[config.mk]
export PLATFORM = sky130hd
export DESIGN_NAME = mem_wb_ctrl
export DESIGN_NICKNAME = d
export VERILOG_FILES = /design/src/rtl/mem_wb_ctrl.sv
export SDC_FILE = /design/constraint.sdc
export NUM_CORES = 1
export LEC_CHECK = 0
export CELL_PAD_IN_SITES_DETAIL_PLACEMENT = 0
export CELL_PAD_IN_SITES_GLOBAL_PLACEMENT = 2
export CORE_UTILIZATION = 29
export DETAILED_ROUTE_END_ITERATION = 10
export PLACE_DENSITY_LB_ADDON = 0.1
export SYNTH_ARGS = -nofsm -noshare
export SYNTH_HDL_FRONTEND = slang
export SYNTH_SLANG_ARGS = --single-unit
[constraint.sdc]
create_clock -name clk -period 3.8 [get_ports clk]
set_input_delay 0.76 -clock clk [delete_from_list [all_inputs] [get_ports clk]]
set_output_delay 0.76 -clock clk [all_outputs]
set_load 0.1 [all_outputs]
[src/rtl/mem_wb_ctrl.sv]
// mem_wb_ctrl: EX/MEM and MEM/WB pipeline registers for the RV32 back end.
// Resolves branches/jumps in M from the packed branch code, drives the data
// memory port, formats load data and produces the register-file write port.
module mem_wb_ctrl (
   input  logic        clk,
   input  logic        rstn,
   input  logic        valid_i,
   input  logic [4:0]  mem_sig_i,
   input  logic [4:0]  wb_sig_i,
   input  logic        memread_i,
   input  logic [31:0] pc_i,
   input  logic [31:0] alu_i,
   input  logic [31:0] rs1_i,
   input  logic [31:0] rs2_i,
   input  logic [31:0] tgt_i,
   input  logic [4:0]  rd_i,
   input  logic        stall_i,
   input  logic [31:0] dmem_rdata_i,
   output logic [31:0] dmem_addr_o,
   output logic [31:0] dmem_wdata_o,
   output logic        dmem_we_o,
   output logic        dmem_re_o,
   output logic        redirect_o,
   output logic [31:0] redirect_pc_o,
   output logic        rf_we_o,
   output logic [4:0]  rf_waddr_o,
   output logic [31:0] rf_wdata_o
);

   // M stage state
   logic        m_valid;
   logic [4:0]  m_mem_sig;
   logic [4:0]  m_wb_sig;
   logic        m_memread;
   logic [31:0] m_pc;
   logic [31:0] m_alu;
   logic [31:0] m_rs2;
   logic [31:0] m_tgt;
   logic [4:0]  m_rd;
   logic        m_eq;
   logic        m_lt;
   logic        m_ltu;

   // W stage state
   logic        w_valid;
   logic        w_regwrite;
   logic [4:0]  w_rd;
   logic [31:0] w_data;

   logic        br_taken;
   logic        taken;
   logic [31:0] target;
   logic [7:0]  ld_byte;
   logic [15:0] ld_half;
   logic [31:0] wb_value;

   // Branch/jump resolution from registered compare flags
   always_comb begin
      br_taken = 1'b0;
      case (m_mem_sig[3:1])
         3'b001:  br_taken = 1'b1;
         3'b010:  br_taken = m_eq;
         3'b100:  br_taken = ~m_eq;
         3'b011:  br_taken = m_lt;
         3'b101:  br_taken = ~m_lt;
         3'b110:  br_taken = m_ltu;
         3'b111:  br_taken = ~m_ltu;
         default: br_taken = 1'b0;
      endcase
      taken = m_mem_sig[4] | br_taken;
      if (!m_mem_sig[4] && (m_mem_sig[3:1] == 3'b001))
         target = {m_alu[31:1], 1'b0};
      else
         target = m_tgt;
   end

   assign redirect_o    = m_valid & taken & ~stall_i;
   assign redirect_pc_o = redirect_o ? target : '0;

   assign dmem_addr_o  = m_alu;
   assign dmem_wdata_o = m_rs2;
   assign dmem_we_o    = m_valid & m_mem_sig[0] & ~stall_i;
   assign dmem_re_o    = m_valid & m_memread;

   // Writeback value selection, including load byte/half extraction
   always_comb begin
      case (m_alu[1:0])
         2'd0:    ld_byte = dmem_rdata_i[7:0];
         2'd1:    ld_byte = dmem_rdata_i[15:8];
         2'd2:    ld_byte = dmem_rdata_i[23:16];
         default: ld_byte = dmem_rdata_i[31:24];
      endcase
      ld_half = m_alu[1] ? dmem_rdata_i[31:16] : dmem_rdata_i[15:0];
      case (m_wb_sig[3:0])
         4'b0001: wb_value = dmem_rdata_i;
         4'b0010: wb_value = m_pc + m_alu;
         4'b0100: wb_value = m_pc + 32'd4;
         4'b1000: wb_value = {{24{ld_byte[7]}}, ld_byte};
         4'b1010: wb_value = {24'd0, ld_byte};
         4'b1001: wb_value = {{16{ld_half[15]}}, ld_half};
         4'b1100: wb_value = {16'd0, ld_half};
         default: wb_value = m_alu;
      endcase
   end

   // M register: capture when not stalled; a redirect squashes the arrival
   always_ff @(posedge clk or negedge rstn) begin
      if (!rstn) begin
         m_valid   <= 1'b0;
         m_mem_sig <= '0;
         m_wb_sig  <= '0;
         m_memread <= 1'b0;
         m_pc      <= '0;
         m_alu     <= '0;
         m_rs2     <= '0;
         m_tgt     <= '0;
         m_rd      <= '0;
         m_eq      <= 1'b0;
         m_lt      <= 1'b0;
         m_ltu     <= 1'b0;
      end else if (!stall_i) begin
         m_valid   <= valid_i & ~redirect_o;
         m_mem_sig <= mem_sig_i;
         m_wb_sig  <= wb_sig_i;
         m_memread <= memread_i;
         m_pc      <= pc_i;
         m_alu     <= alu_i;
         m_rs2     <= rs2_i;
         m_tgt     <= tgt_i;
         m_rd      <= rd_i;
         m_eq      <= (rs1_i == rs2_i);
         m_lt      <= ($signed(rs1_i) < $signed(rs2_i));
         m_ltu     <= (rs1_i < rs2_i);
      end
   end

   // W register: a stall inserts a bubble so the frozen M op writes once
   always_ff @(posedge clk or negedge rstn) begin
      if (!rstn) begin
         w_valid    <= 1'b0;
         w_regwrite <= 1'b0;
         w_rd       <= '0;
         w_data     <= '0;
      end else if (stall_i) begin
         w_valid    <= 1'b0;
      end else begin
         w_valid    <= m_valid;
         w_regwrite <= m_wb_sig[4];
         w_rd       <= m_rd;
         w_data     <= wb_value;
      end
   end

   assign rf_we_o    = w_valid & w_regwrite & (w_rd != 5'd0);
   assign rf_waddr_o = w_rd;
   assign rf_wdata_o = w_data;

endmodule

==> results of run 1 <==
==> metal layers <==
metal	GRT usage, %	wire, µm
met1	28.4	19800
met2	37.5	21600
met3	4.42	2170
met4	5.65	840
met5	0	8
==> logic make-up after synthesis <==
family                   Yosys count
buffers and inverters            119
multiplexers                     132
XOR/XNOR                          55
AO/OA/AOI/OAI                    321
adder cells (fa/ha/maj)           65
AND/OR/NAND/NOR                  325
flip-flops                       187
==> cells in the final DEF, fill, tap and decap left out, types with 31 or more instances in the layout <==
cell type / count
dfrtp_1: 187
nand2_1: 162
o21ai_0: 103
buf_4: 38
xnor2_1: 31
ha_1: 64
inv_1: 52
buf_12: 37
nor2_1: 51
mux2_2: 121
clkdlybuf4s50_1: 304
a21oi_1: 84
==> layout make-up <==
type / instances / area share (%)
diodes: 1 / 0.0150
clock buffers: 17 / 2.56
clock inverters: 15 / 1.11
inverters: 52 / 1.17
multi-input cells: 898 / 38.5
flip-flops and latches: 187 / 28.1
well taps: 518 / 3.89
repair buffers: 381 / 24.6
==> worst max path at each step <==
stage	from	endpoint	slack, ns	cells past startpoint
final	m_mem_sig[1]$_DFFE_PN0N_	redirect_pc_o[0]	0.47	9
after detailed placement	rs2_i[21]	m_lt$_DFFE_PN0N_	0.61	11
after floorplan	stall_i	redirect_pc_o[10]	0.14	5
after global routing	m_mem_sig[1]$_DFFE_PN0N_	redirect_pc_o[0]	0.28	9
after global placement	rs2_i[21]	m_lt$_DFFE_PN0N_	0.64	11
after CTS	m_mem_sig[1]$_DFFE_PN0N_	redirect_pc_o[0]	0.40	9
==> state kept, by name, summed over array words and instances, names as in the netlist <==
signal and cells:
m_wb_sig 5, m_memread 1, w_valid 1, rf_waddr_o 5
w_regwrite 1, m_lt 1, m_pc 32, rf_wdata_o 32
m_tgt 32, m_mem_sig 5, dmem_addr_o 32, m_rd 5
m_ltu 1, dmem_wdata_o 32, m_valid 1, m_eq 1
==> stage by stage <==
| step | utilization [%] | worst slack, ns | std cells |
|---|---|---|---|
| CTS | 42.8 | 0.403 | 2068 |
| global route | 42.8 | 0.280 | 2069 |
| finish | 42.8 | 0.466 | 2069 |
| detailed placement | 41.2 | 0.609 | 2036 |
| floorplan | - | 0.136 | 1204 |
| global placement | 41.2 | 0.642 | 2036 |
==> power by group through the flow <==
stage | logic, µW | clock network [µW] | registers (µW)
final | 3440 | 1920 | 2470
after global routing | 3650 | 2060 | 2510
after CTS | 3460 | 2000 | 2470
after detailed placement | 3440 | 0 | 2510
after global placement | 3450 | 0 | 2510
after floorplan | 1240 | 0 | 3530
==> critical path: stages, from the launching register on <==
cell,delay (ns)
dfrtp_1,0.44
xor2_1,0.18
a21oi_1,0.14
a21oi_1,0.07
or3_1,0.34
nand2_1,0.10
buf_4,0.29
inv_1,0.14
and3_1,0.22
buf_12,0.17
==> flow_summary.toml, run 1 <==
[status]
status = "finished clean"

[detailed_routing]
first_pass_iters = 5
wl_um = 44400
final_antenna_net_count = 0
via_per_inst = 5.00
wire_per_inst_um = 21.5
drc_errors = 0
drtIter0Drc = 733
vias = 10400

[timing]
slew-limit-headroom_pct = 26.6
holdWs_ns = 0.290
maxSlewViolCount = 0
fin_crit_ns = 3.33
hold_viol = 0
fin_crit_sh_pct = 87.7
setup_viol = 0
worstMarginPinSlew_ns = 1.10
setup_tns_ns = 0
rsz0062_at_grt = "false"
fmax_mhz = 300
skew_ns = 0.00860

[global_routing]
grt_pass1_vias = 10700
grt_max_degree = 134
grt_pass1_wl_um = 67700
overflow = 0
antenna_found_initial = 2
gr-usage-all-layers_pct = 22.0

[cells_and_area]
seq_area_mm2 = 0.00468
multiInputGateArea_mm2 = 0.00642
nets = 1814
nFillCells = 3953
stdcell_area_mm2 = 0.0166
syn_to_final_growth_pct = 44.5
drive_gt1_share_pct = 16.4

[synth]
synthXorXnorAreaFrac_pct = 4.18
synth_commonest_cells = "dfrtp_1 (187), nand2_1 (162), mux2_2 (121)"
async_flop_share_pct = 100
syn_area_mm2 = 0.0115
synth_compound_area_share_pct = 17.4
synth_area_leader_cell = "dfrtp_1"
synth_fp_nets = 1481
synth_top_family_by_area = "compound AO/OA/AOI/OAI gates"
ys_seq_area_share_pct = 40.6
synth.area.mux_share_pct = 13.6
yosysUniqueCellTypes = 64
synth_area_leaders = "dfrtp_1 (41%), mux2_2 (12%), ha_1 (6.9%), nand2_1 (5.3%), o21ai_0 (4.5%)"
synth_most_common_cell = "dfrtp_1"
synth_edf_count = 0
synth_top_area_share_pct = 40.6
synth-adder-area-share_pct = 7.12
ys.flop_type = "dfrtp_1"
synth.avg_cell_area_um2 = 9.57
syn_inst = 1204
yosysWarnings = 0
synth-seq-cells = 187
synthSimpleGateAreaFrac_pct = 13.1

[place]
io_buffers = 348
dp_hpwl_um = 33500
gp_congestion = 0.819
placed_cell_area_mm2 = 0.0160

[critical_path]
reg2regPathDepth = 12
r2r_slack_ns = 0.60
crit_type = "reg2out"
start_kind = "flip-flop"
rr_startpoint = "m_pc[0]$_DFFE_PN0N_"
cp-end-kind = "output port"
timing.rr.end = "rf_wdata_o[30]$_DFFE_PN0N_"
arrival_ns = 2.57
cp_max_fo = 22
worstPathRequired_ns = 3.04

[cts]
cts_resized = 0
numCtsBuffers = 17
cts.sinks = 187
cts_tree = "yes"
holdBufCountCts = 0
cts_post_setup_buffers_inserted = 0
clockBufferDepth = 2
root_buffer = "clkbuf_16"
htree_num_levels = 4
clk_latency_ns = 0.46
path_clk_slew_ns = 0.07

[power]
internal_power_uw = 4360
leakagePower_uw = 0.00692
ir_drop_v = 0.000316
power_frac_comb_pct = 43.9
p_seq_share_pct = 31.6
swShare_pct = 44.3
clock_power_share_pct = 24.5
power.density_mw_per_mm2 = 470
switchingPower_uw = 3460
total_power_uw = 7830

[worst_hold_path]
holdCritPathClass = "in2async"

[die]
ios = 349
die_area_mm2 = 0.0405
core_area_mm2 = 0.0389
die_height_um = 201
rows = 72
die-width_um = 201
start_util_pct = 29.6

[job]
cap_violations = 0
(Power assumes the default switching activity.)
==> run 2, diff against run 1 <==
--- a/config.mk
+++ b/config.mk
@@ -9,6 +9,7 @@
 export CELL_PAD_IN_SITES_GLOBAL_PLACEMENT = 2
 export CORE_UTILIZATION = 29
 export DETAILED_ROUTE_END_ITERATION = 10
+export MAX_ROUTING_LAYER = met4
 export PLACE_DENSITY_LB_ADDON = 0.1
 export SYNTH_ARGS = -nofsm -noshare
 export SYNTH_HDL_FRONTEND = slang
==> run 2 against run 1 <==
Compared with the run above:
- sequential power hardly changed
- total power barely moved
- final cell count about the same
- first-iteration DRC count fell by 4.6%
- clock power about the same
- hold slack improved by 0.0091 ns
- maximum frequency is essentially flat
- global-route usage is 0.65 points higher
- sequential cell count did not move
- clock skew grew 0.00059 ns
- largest cell class unchanged
- highest routed layer is now met4
==> flow_summary.toml, run 2 (synthesis gave the netlist of run 1 again) <==
[status]
status = "finished clean"

[global_routing]
grt_util_met1_pct = 28.4
grt_pass1_wl_um = 67600
grtUsageMet3_pct = 4.21
antenna_found_initial = 2
grt_pass1_vias = 10700
grt_use_met2_pct = 37.6
grt_max_degree = 134
gr-usage-all-layers_pct = 22.7
grt-busiest-layer = "met2"
overflow = 0

[power]
power_frac_comb_pct = 43.9
total_power_uw = 7840
switchingPower_uw = 3470
internal_power_uw = 4360
swShare_pct = 44.3
ir_drop_v = 0.000315
leakagePower_uw = 0.00692
p_seq_share_pct = 31.5
clock_power_share_pct = 24.6
power.density_mw_per_mm2 = 471

[job]
cap_violations = 0

[detailed_routing]
first_pass_iters = 5
via_per_inst = 5.02
wl_um = 44400
drtIter0Drc = 699
wire_per_inst_um = 21.5
vias = 10400
drc_errors = 0
final_antenna_net_count = 0

[cells_and_area]
nets = 1814
layout.cells.most_common = "clkdlybuf4s50_1"
nFillCells = 3954
syn_to_final_growth_pct = 44.5
final_util_pct = 42.8
drive_gt1_share_pct = 16.4
layout_common_cells = "clkdlybuf4s50_1 (304), dfrtp_1 (187), nand2_1 (162), mux2_2 (121), o21ai_0 (103)"

[critical_path]
arrival_ns = 2.58
start_kind = "flip-flop"
worstPathRequired_ns = 3.04
crit_family = "simple AND/OR/NAND/NOR gates"
crit_type = "reg2out"
cp-end-kind = "output port"
critPathMaxStageDelay_ns = 0.45
cp_max_fo = 22
cpMostUsedCell = "a21oi_1"
crit_chain = "xor2_1, a21oi_1, a21oi_1, or3_1, nand2_1, buf_4, inv_1, and3_1, buf_12"
cp_num_buf_inv = 3
slowest_stage = "dfrtp_1"

[die]
ios = 349
die-width_um = 201
start_util_pct = 29.6
die_area_mm2 = 0.0405
core_area_mm2 = 0.0389
rows = 72
die_height_um = 201

[timing]
skew_ns = 0.00919
fin_crit_sh_pct = 87.8
maxSlewViolCount = 0
setup_viol = 0
fin_crit_ns = 3.34
fmax_mhz = 300
worstMarginPinSlew_ns = 1.11
hold_viol = 0
slew-limit-headroom_pct = 25.8
rsz0062_at_grt = "false"
setup_tns_ns = 0

[cts]
cts_tree = "yes"
cts_post_setup_buffers_inserted = 0
clockBufferDepth = 2
numCtsBuffers = 17
cts_resized = 0
holdBufCountCts = 0
cts.sinks = 187
clk_latency_ns = 0.46
path_clk_slew_ns = 0.07
root_buffer = "clkbuf_16"
htree_num_levels = 4

[place]
io_buffers = 348
gp_congestion = 0.831
dp_hpwl_um = 33500

[worst_hold_path]
holdCritPathClass = "in2async"
## run 2: cell types whose count changed in the layout (fill, tap and decap cells not counted), sizes merged
cell   previous run  this run
diode             1         2
## run 2: cell type report
cell class                      instances  area (µm²)  share of cell area, %
Timing Repair Buffer                  381        4100                   24.6
Tap cell                              518         648                   3.89
Antenna cell                            2        5.00                 0.0301
Multi-Input combinational cell        898        6420                   38.5
Clock inverter                         15         185                   1.11
Inverter                               52         195                   1.17
Clock buffer                           17         425                   2.55
Sequential cell                       187        4680                   28.1
## run 2: power groups by stage
| stage | Sequential, µW | Clock [µW] | Combinational (µW) |
|---|---|---|---|
| floorplan | 3530 | 0 | 1240 |
| global placement | 2510 | 0 | 3450 |
| detailed placement | 2510 | 0 | 3440 |
| CTS | 2470 | 2000 | 3460 |
| global route | 2510 | 2060 | 3650 |
| finish | 2470 | 1920 | 3440 |
## run 2: per-layer routing
layer,vias to the layer above,wire [µm],part of all wire [%]
met4,0,913,2.1
met1,5031,19700,44
met5,-,0,0
met3,40,2130,4.8
met2,314,21700,49
li1,5007,-,-
## run 2: path summary, 6_finish.rpt
check | startpoint | depth (start not counted) | end | slack, ns
max | m_mem_sig[1]$_DFFE_PN0N_ | 9 | redirect_pc_o[0] | 0.46
min | rstn | 1 | m_tgt[5]$_DFFE_PN0N_ | 0.30
max reg2reg | m_pc[0]$_DFFE_PN0N_ | 12 | rf_wdata_o[30]$_DFFE_PN0N_ | 0.64
min reg2reg | dmem_wdata_o[22]$_DFFE_PN0N_ | 2 | dmem_wdata_o[22]$_DFFE_PN0N_ | 0.49
max in group asynchronous | rstn | 2 | dmem_wdata_o[28]$_DFFE_PN0N_ | 2.58
min in group clk | dmem_wdata_o[22]$_DFFE_PN0N_ | 2 | dmem_wdata_o[22]$_DFFE_PN0N_ | 0.49
## run 2: through the flow
stage | std cells | instance area, µm² | setup WS, ns | hold WS (ns)
2_1_floorplan | 1204 | 11500 | 0.136 | 0.464
3_3_place_gp | 2036 | 16000 | 0.642 | 0.468
3_5_place_dp | 2036 | 16000 | 0.609 | 0.472
4_1_cts | 2068 | 16600 | 0.403 | 0.322
5_1_grt | 2070 | 16700 | 0.280 | 0.327
6_report | 2070 | 16700 | 0.464 | 0.299
